## config.mk

```make
export PLATFORM = sky130hd
export DESIGN_NAME = router_fsm
export DESIGN_NICKNAME = d
export VERILOG_FILES = /design/src/rtl/router_fsm.sv
export SDC_FILE = /design/constraint.sdc
export NUM_CORES = 1
export LEC_CHECK = 0
export BUFFER_PORTS_ARGS = -buffer_cell sky130_fd_sc_hd__buf_2
export CAP_MARGIN = 5
export CORE_AREA = 2 2 39 41
export CTS_BUF_LIST = sky130_fd_sc_hd__clkbuf_2
export CTS_CLUSTER_DIAMETER = 100
export DETAILED_ROUTE_END_ITERATION = 6
export DIE_AREA = 0 0 41 43
export PLACE_DENSITY = 0.72
export SLEW_MARGIN = 25
export SYNTH_ARGS = -nofsm -noshare
export SYNTH_HDL_FRONTEND = slang
export SYNTH_SLANG_ARGS = --single-unit
```

## constraint.sdc

```tcl
create_clock -name clk -period 3.5 [get_ports clk]
set_clock_uncertainty 0.1 [all_clocks]
set_input_delay 0.175 -clock clk [delete_from_list [all_inputs] [get_ports clk]]
set_output_delay 0.175 -clock clk [all_outputs]
set_load 0.005 [all_outputs]
```

## src/rtl/router_fsm.sv

```systemverilog
// -----------------------------------------------------------------------------
// router_fsm
//
// Ingress controller for one router of the 3-destination packet router.
// Decodes the header address, sequences header / payload / parity loading
// toward the addressed destination FIFO, and throttles the source with busy.
// lfd_state is high for exactly the header byte so each FIFO can tag it.
//
// Moore machine: every output is a pure decode of the state register.
//
// Optional feature (macro ROUTER_FSM_DROP_INVALID_EN):
//   defined   - a header with an address >= NUM_DEST enters DROP_PACKET, where
//               all outputs are low (bytes are consumed and discarded) until
//               the first cycle with pkt_valid low.
//   undefined - such headers leave the FSM parked in DECODE_ADDRESS.
//
// Parameters:
//   ADDR_W    width of the header address field (data_in)
//   NUM_DEST  number of destination FIFOs, must be <= 2**ADDR_W - 1
//
// Ports:
//   clk            system clock, all state on rising edge
//   resetn         synchronous active-low reset
//   pkt_valid      source byte valid (low on the parity byte)
//   data_in        header address bits
//   fifo_full      full flag of the currently addressed FIFO
//   fifo_empty     per-destination empty flags
//   soft_reset     per-destination timeout soft resets
//   parity_done    register block has captured the parity byte
//   low_pkt_valid  register block saw pkt_valid fall while the FIFO was full
//   busy           source must hold the current byte
//   detect_add     header address capture strobe
//   lfd_state      load-first-data (header) cycle
//   ld_state       payload load cycle
//   laf_state      load-after-full cycle
//   full_state     stalled on a full FIFO
//   write_enb_reg  FIFO write enable for the byte held in the register block
//   rst_int_reg    parity check / internal reset pulse
//   dest_addr      latched destination address
// -----------------------------------------------------------------------------
module router_fsm #(
    parameter int ADDR_W   = 2,
    parameter int NUM_DEST = 3
) (
    input  logic                clk,
    input  logic                resetn,
    input  logic                pkt_valid,
    input  logic [ADDR_W-1:0]   data_in,
    input  logic                fifo_full,
    input  logic [NUM_DEST-1:0] fifo_empty,
    input  logic [NUM_DEST-1:0] soft_reset,
    input  logic                parity_done,
    input  logic                low_pkt_valid,
    output logic                busy,
    output logic                detect_add,
    output logic                lfd_state,
    output logic                ld_state,
    output logic                laf_state,
    output logic                full_state,
    output logic                write_enb_reg,
    output logic                rst_int_reg,
    output logic [ADDR_W-1:0]   dest_addr
);

    typedef enum logic [3:0] {
        DECODE_ADDRESS     = 4'd0,
        LOAD_FIRST_DATA    = 4'd1,
        LOAD_DATA          = 4'd2,
        LOAD_PARITY        = 4'd3,
        FIFO_FULL_STATE    = 4'd4,
        LOAD_AFTER_FULL    = 4'd5,
        WAIT_TILL_EMPTY    = 4'd6,
        CHECK_PARITY_ERROR = 4'd7
`ifdef ROUTER_FSM_DROP_INVALID_EN
        , DROP_PACKET      = 4'd8
`endif
    } state_t;

    state_t              state_reg;
    state_t              state_next;
    logic [ADDR_W-1:0]   dest_addr_reg;

    // One-hot address matches against the live header and the latched
    // address. Addresses >= NUM_DEST match nothing, which makes them invalid
    // and also keeps the fifo_empty select in range.
    logic [NUM_DEST-1:0] live_hit;
    logic [NUM_DEST-1:0] held_hit;
    logic                addr_valid;
    logic                live_empty;
    logic                held_empty;
    logic                load_addr;

    genvar gi;
    generate
        for (gi = 0; gi < NUM_DEST; gi++) begin : g_addr_match
            assign live_hit[gi] = (data_in       == ADDR_W'(gi));
            assign held_hit[gi] = (dest_addr_reg == ADDR_W'(gi));
        end
    endgenerate

    assign addr_valid = |live_hit;
    assign live_empty = |(live_hit & fifo_empty);
    assign held_empty = |(held_hit & fifo_empty);
    assign load_addr  = (state_reg == DECODE_ADDRESS) && pkt_valid && addr_valid;

    // State and address registers. Soft reset only returns the state to
    // DECODE_ADDRESS; the latched address is left alone.
    always_ff @(posedge clk) begin
        if (!resetn) begin
            state_reg     <= DECODE_ADDRESS;
            dest_addr_reg <= '0;
        end else begin
            if (|soft_reset) begin
                state_reg <= DECODE_ADDRESS;
            end else begin
                state_reg <= state_next;
            end
            if (load_addr) begin
                dest_addr_reg <= data_in;
            end
        end
    end

    // Next-state logic
    always_comb begin
        state_next = state_reg;
        case (state_reg)
            DECODE_ADDRESS: begin
                if (pkt_valid && addr_valid) begin
                    state_next = live_empty ? LOAD_FIRST_DATA : WAIT_TILL_EMPTY;
                end
`ifdef ROUTER_FSM_DROP_INVALID_EN
                else if (pkt_valid) begin
                    state_next = DROP_PACKET;
                end
`endif
            end
            LOAD_FIRST_DATA: state_next = LOAD_DATA;
            LOAD_DATA: begin
                // A full FIFO wins over a simultaneous pkt_valid fall; the
                // register block remembers the fall via low_pkt_valid.
                if (fifo_full) begin
                    state_next = FIFO_FULL_STATE;
                end else if (!pkt_valid) begin
                    state_next = LOAD_PARITY;
                end
            end
            LOAD_PARITY: state_next = CHECK_PARITY_ERROR;
            CHECK_PARITY_ERROR: begin
                state_next = fifo_full ? FIFO_FULL_STATE : DECODE_ADDRESS;
            end
            FIFO_FULL_STATE: begin
                if (!fifo_full) begin
                    state_next = LOAD_AFTER_FULL;
                end
            end
            LOAD_AFTER_FULL: begin
                if (parity_done) begin
                    state_next = DECODE_ADDRESS;
                end else if (low_pkt_valid) begin
                    state_next = LOAD_PARITY;
                end else begin
                    state_next = LOAD_DATA;
                end
            end
            WAIT_TILL_EMPTY: begin
                // Uses the latched address: data_in may already carry other
                // bytes while the source is held off.
                if (held_empty) begin
                    state_next = LOAD_FIRST_DATA;
                end
            end
`ifdef ROUTER_FSM_DROP_INVALID_EN
            DROP_PACKET: begin
                if (!pkt_valid) begin
                    state_next = DECODE_ADDRESS;
                end
            end
`endif
            default: state_next = DECODE_ADDRESS;
        endcase
    end

    // Output decode. Unlisted states (DROP_PACKET, illegal codes) drive all
    // outputs low.
    always_comb begin
        busy          = 1'b0;
        detect_add    = 1'b0;
        lfd_state     = 1'b0;
        ld_state      = 1'b0;
        laf_state     = 1'b0;
        full_state    = 1'b0;
        write_enb_reg = 1'b0;
        rst_int_reg   = 1'b0;
        case (state_reg)
            DECODE_ADDRESS: begin
                detect_add = 1'b1;
            end
            LOAD_FIRST_DATA: begin
                lfd_state = 1'b1;
                busy      = 1'b1;
            end
            LOAD_DATA: begin
                ld_state      = 1'b1;
                write_enb_reg = 1'b1;
            end
            LOAD_PARITY: begin
                write_enb_reg = 1'b1;
                busy          = 1'b1;
            end
            FIFO_FULL_STATE: begin
                full_state = 1'b1;
                busy       = 1'b1;
            end
            LOAD_AFTER_FULL: begin
                laf_state     = 1'b1;
                write_enb_reg = 1'b1;
                busy          = 1'b1;
            end
            WAIT_TILL_EMPTY: begin
                busy = 1'b1;
            end
            CHECK_PARITY_ERROR: begin
                rst_int_reg = 1'b1;
                busy        = 1'b1;
            end
            default: ;
        endcase
    end

    assign dest_addr = dest_addr_reg;

endmodule

```

# Yosys cells after proc, flatten, opt, wreduce, memory -nomap -nowiden
# Index checks and enable logic that the tools add are counted.
# Widths: inputs -> output; s select.
[word_totals]
out_inout_bits = 10
word_cells = 51
inputBits = 14
register_bits = 6
[op_classes]
n_eq_ne = 15
bitwise = 3
n_mux = 18
reduce_logical = 13
[ops]
columns = ["cell", "count"]
rows = [
  ["$pmux 4 s8", 1],
  ["$mux 4", 5],
  ["$eq 4x3->1 const B", 4],
  ["$reduce_or 3->1", 4],
  ["$mux 1", 9],
  ["$eq 4x2->1 const B", 2],
  ["$and 3x3->3", 2],
  ["$mux 3", 2],
  ["$reduce_or 6->1", 1],
  ["$eq 2x1->1 const B", 2],
  ["$eq 2x2->1 const B", 2],
  ["$eq 4x1->1 const B", 1],
  ["$logic_not 2->1", 2],
  ["$logic_not 4->1", 1],
  ["$ne 2x2->1 const B", 2],
  ["$reduce_and 4->1", 1],
  ["$reduce_or 4->1", 1],
  ["$logic_and 1x1->1", 3],
  ["$ne 3x3->1 const B", 1],
  ["$mux 2", 1],
  ["$ne 2x1->1 const B", 1],
  ["$not 1->1", 1],
]

# Logic depth before layout (Yosys ltp)
[depth]
ltp_word = 6
depth_mapped = 5
mapped_depth_nobuf = 4

# Worst setup path after synthesis
# OpenSTA, ideal clock, no wires.
[synth_timing]
path_kind = "register to register"
start = "reg state_reg[0]"
end = "reg state_reg[2]"
setup_slack_ns = 2.055
path_stages_with_launch = 6
setup_ns = 0.123
arrival_ns = 1.221
synth_period_minus_slack_ns = 1.445
n_path_buf = 1
required_ns = 3.277
path_cell_list = "dfxtp_1 -> buf_4 -> nor3_2 -> a22oi_2 -> o211ai_2 -> mux2_1"
[synth_between]
elab_chain_cells = 3
word_cells_on_any_way = 14
classes_between = "11 x eq/ne; 1 x mux; 2 x reduce/logical"
[synth_lines]
columns = ["item", "line_no", "rtl"]
rows = [
  ["start, declared", "79", "state_t state_reg;"],
  ["start signal, assigned", "116", "state_reg <= state_next;"],
  ["$eq 4x2->1 (tied with other cells)", "127", "case (state_reg)"],
  ["$ne 3x3->1 (no source line) (tied with other cells)", "-", ""],
  ["$reduce_and 4->1 (no source line)", "-", ""],
]
# Several ways; a longest one is shown, not always the timed one.
# A chain may end at the register's enable or synchronous reset.

# Worst setup path in the final report
[layout_timing]
start = "reg state_reg[1]"
end = "reg state_reg[2]"
# Same word-level chain as after synthesis.

==> flow_summary.toml <==
[power_and_ir_drop]
combPwrFrac = 0.214
powerDensity_mw_per_mm2 = 241
seqPwrFrac = 0.430
clkPwrFrac = 0.356
netSwitchingPower_uw = 39.1
p_int_uw = 105
p_leak_uw = 0.000295
switching_share = 0.271
vdd_drop_max_v = 0.000146

[layout]
largest_reg_flops = 3
layout-drive-gt1-share = 0.438
diodes = 0
final_util = 0.434
layout.nets = 95
syn_to_final_growth_pct = 26.6

[clocking]
cts-resized-gates = 0
clk_latency_ns = 0.21
postCtsSetupRepairBufs = 0
cts_htree_levels = 1
clock_path_buffers = 2
clk_pin_slew_ns = 0.05
numCtsBuffers = 3
cts.sinks = 5
ctsHoldBuffers = 0
tritoncts = "yes"
clock-root-buffer = "clkbuf_2"

[sta]
fin_tns_setup_ns = 0
setup_violations = 0
period_minus_slack_ns = 1.64
hold_viol = 0
slew_headroom = 0.604
fin_crit_sh = 0.470
slew_viol_final = 0
fin_ws_ns = 1.86
worst_pin_slew_ns = 0.586
timing.fmax_ghz = 0.608
rsz0062_at_grt = "no"

[routing]
route.antenna.remaining_nets = 0
drt-pass1-iter-count = 2
dr_wl_met3_um = 32
dr_wl_met2_um = 498
totalWireLength_um = 1030
avgRoutedWirePerCell_um = 10.7
vias = 477
wl_met1_um = 486
drc_errors = 0
first_iter_violations = 1
dr.max_layer_used = "met4"
routed_via_density = 4.97

[yosys]
synth_area_per_cell_um2 = 8.47
synth_cell_types = 35
synth_top_area_share = 0.211
synth.cell_area_um2 = 474
syn-num-nets = 70
synth.area.top_cells = "dfxtp_1 21%, o221a_2 4.7%, mux2i_1 4.2%"
ys_seq_area_frac = 0.211
synth-seq-cells = 5
yosysTopAreaCell = "dfxtp_1"
yosysWarnings = 0
syn_inst = 56

[die]
core_mm2 = 0.00138
initial_core_util = 0.343
dieArea_mm2 = 0.00176
num_rows = 14
fp.dieH_um = 43
ios = 24
die_x_um = 41

[placement]
gp_congestion = 0.673
pre_cts_ws_ns = 1.86
dp_hpwl_um = 841
numPortBuffers = 23

[global_routing]
grt_max_degree = 17
overflow = 0
grt_pass1_wl_um = 1700
grt_pass1_vias = 399
grtUsageTotal = 0.145
antenna_found_initial = 0

[worst_setup_path]
cp_max_fo = 16
r2r-end = "state_reg[2]"
cp-start-kind = "register"
cp_data_arrival_time_ns = 1.63
crit_start = "state_reg[1]"
path_class = "reg -> reg"
required_ns = 3.49
rrSetupSlack_ns = 1.86
endpoint_kind = "register"
rr_startpoint = "state_reg[1]"
worstSetupEndpoint = "state_reg[2]"
reg2regPathDepth = 4

[status]
status = "finished clean"

[flow_run]
max_cap_viol_count = 0

[min_path]
min_path_type = "in -> reg"
hold_depth = 2
how the worst min path moves through the flow:
| stage | to | startpoint | slack [ns] |
|---|---|---|---|
| floorplan | dest_addr[0] | resetn | 0.22 |
| global placement | dest_addr[0] | resetn | 0.35 |
| detailed placement | dest_addr[1] | resetn | 0.35 |
| CTS | dest_addr[1] | resetn | 0.12 |
| global route | dest_addr[1] | resetn | 0.11 |
| finish | dest_addr[1] | resetn | 0.13 |
worst max-delay path, stage by stage (launching register included):
cell and delay, ns:
dfxtp_1 0.61, and3b_1 0.23, o221ai_1 0.12, o211ai_2 0.12, mux2_1 0.34
cell families (layout without fill, tap and decap cells):
family                 count (synthesis)  in the layout  share of synthesized area
AOI/OAI and AO/OA                     16             16                      0.301
buffers and inverters                  6             30                     0.0844
DFF                                    5              5                      0.211
muxes                                  3              3                     0.0660
and+or+nand+nor                       26             26                      0.338
cell type report:
| class | count | area [um2] |
|---|---|---|
| tap | 16 | 20.0 |
| timing repair buffer | 23 | 115 |
| fill | 155 | 783 |
| clock buffer | 4 | 20.0 |
| inverter | 3 | 11.3 |
| multi-input combinational | 45 | 334 |
| sequential | 5 | 100 |
metrics by stage:
stage | instances | hold WS (ns) | power, uW | cell area (um2)
final | 96 | 0.130 | 145 | 601
after global routing | 96 | 0.113 | 156 | 601
after CTS | 96 | 0.115 | 149 | 601
after detailed placement | 92 | 0.354 | 94.4 | 581
after global placement | 92 | 0.354 | 93.6 | 581
after floorplan | 56 | 0.222 | 79.4 | 474
Yosys cell counts (all sizes together):
cell type / instances
and3b: 1
nor2: 5
a21o: 1
a311o: 1
nor3b: 3
inv: 3
o211ai: 1
o21ai: 2
a21bo: 1
clkbuf: 1
and3: 1
o221ai: 1
a211oi: 1
dfxtp: 5
mux2i: 2
and2: 2
or2: 2
a21oi: 2
nor2b: 1
nand2b: 2
nand2: 3
a221oi: 1
a22oi: 1
nor3: 3
nor4b: 1
o221a: 2
nand3b: 2
buf: 2
o211a: 1
mux2: 1
o31ai: 1
layer usage:
layer  vias to the layer above  GRT usage
met5                         -          0
met4                         0      0.100
met3                         2     0.0314
met2                         9      0.191
met1                       207      0.199
li1                        259          -
placed cells by master, fill, tap and decap left out, types with 2 or more instances in the layout:
master,Yosys,routed
nand2_1,3,3
nand3b_1,2,2
o221a_2,2,2
nor3_1,2,2
nand2b_1,2,2
nor3b_1,2,2
inv_1,3,3
dfxtp_1,5,5
clkbuf_2,0,4
mux2i_1,2,2
a21oi_1,2,2
and2_1,2,2
nor2_1,5,5
buf_2,0,23
power by group through the flow:
stage          registers [uW]  clock network [uW]  logic (uW)
3_5_place_dp             63.2                   0        31.2
3_3_place_gp             63.1                   0        30.5
4_1_cts                  62.0                55.3        31.2
2_1_floorplan            62.0                   0        17.4
6_report                 62.2                51.5        30.9
5_1_grt                  62.5                58.6        34.6
No activity file was read; power rests on OpenSTA's default activity.
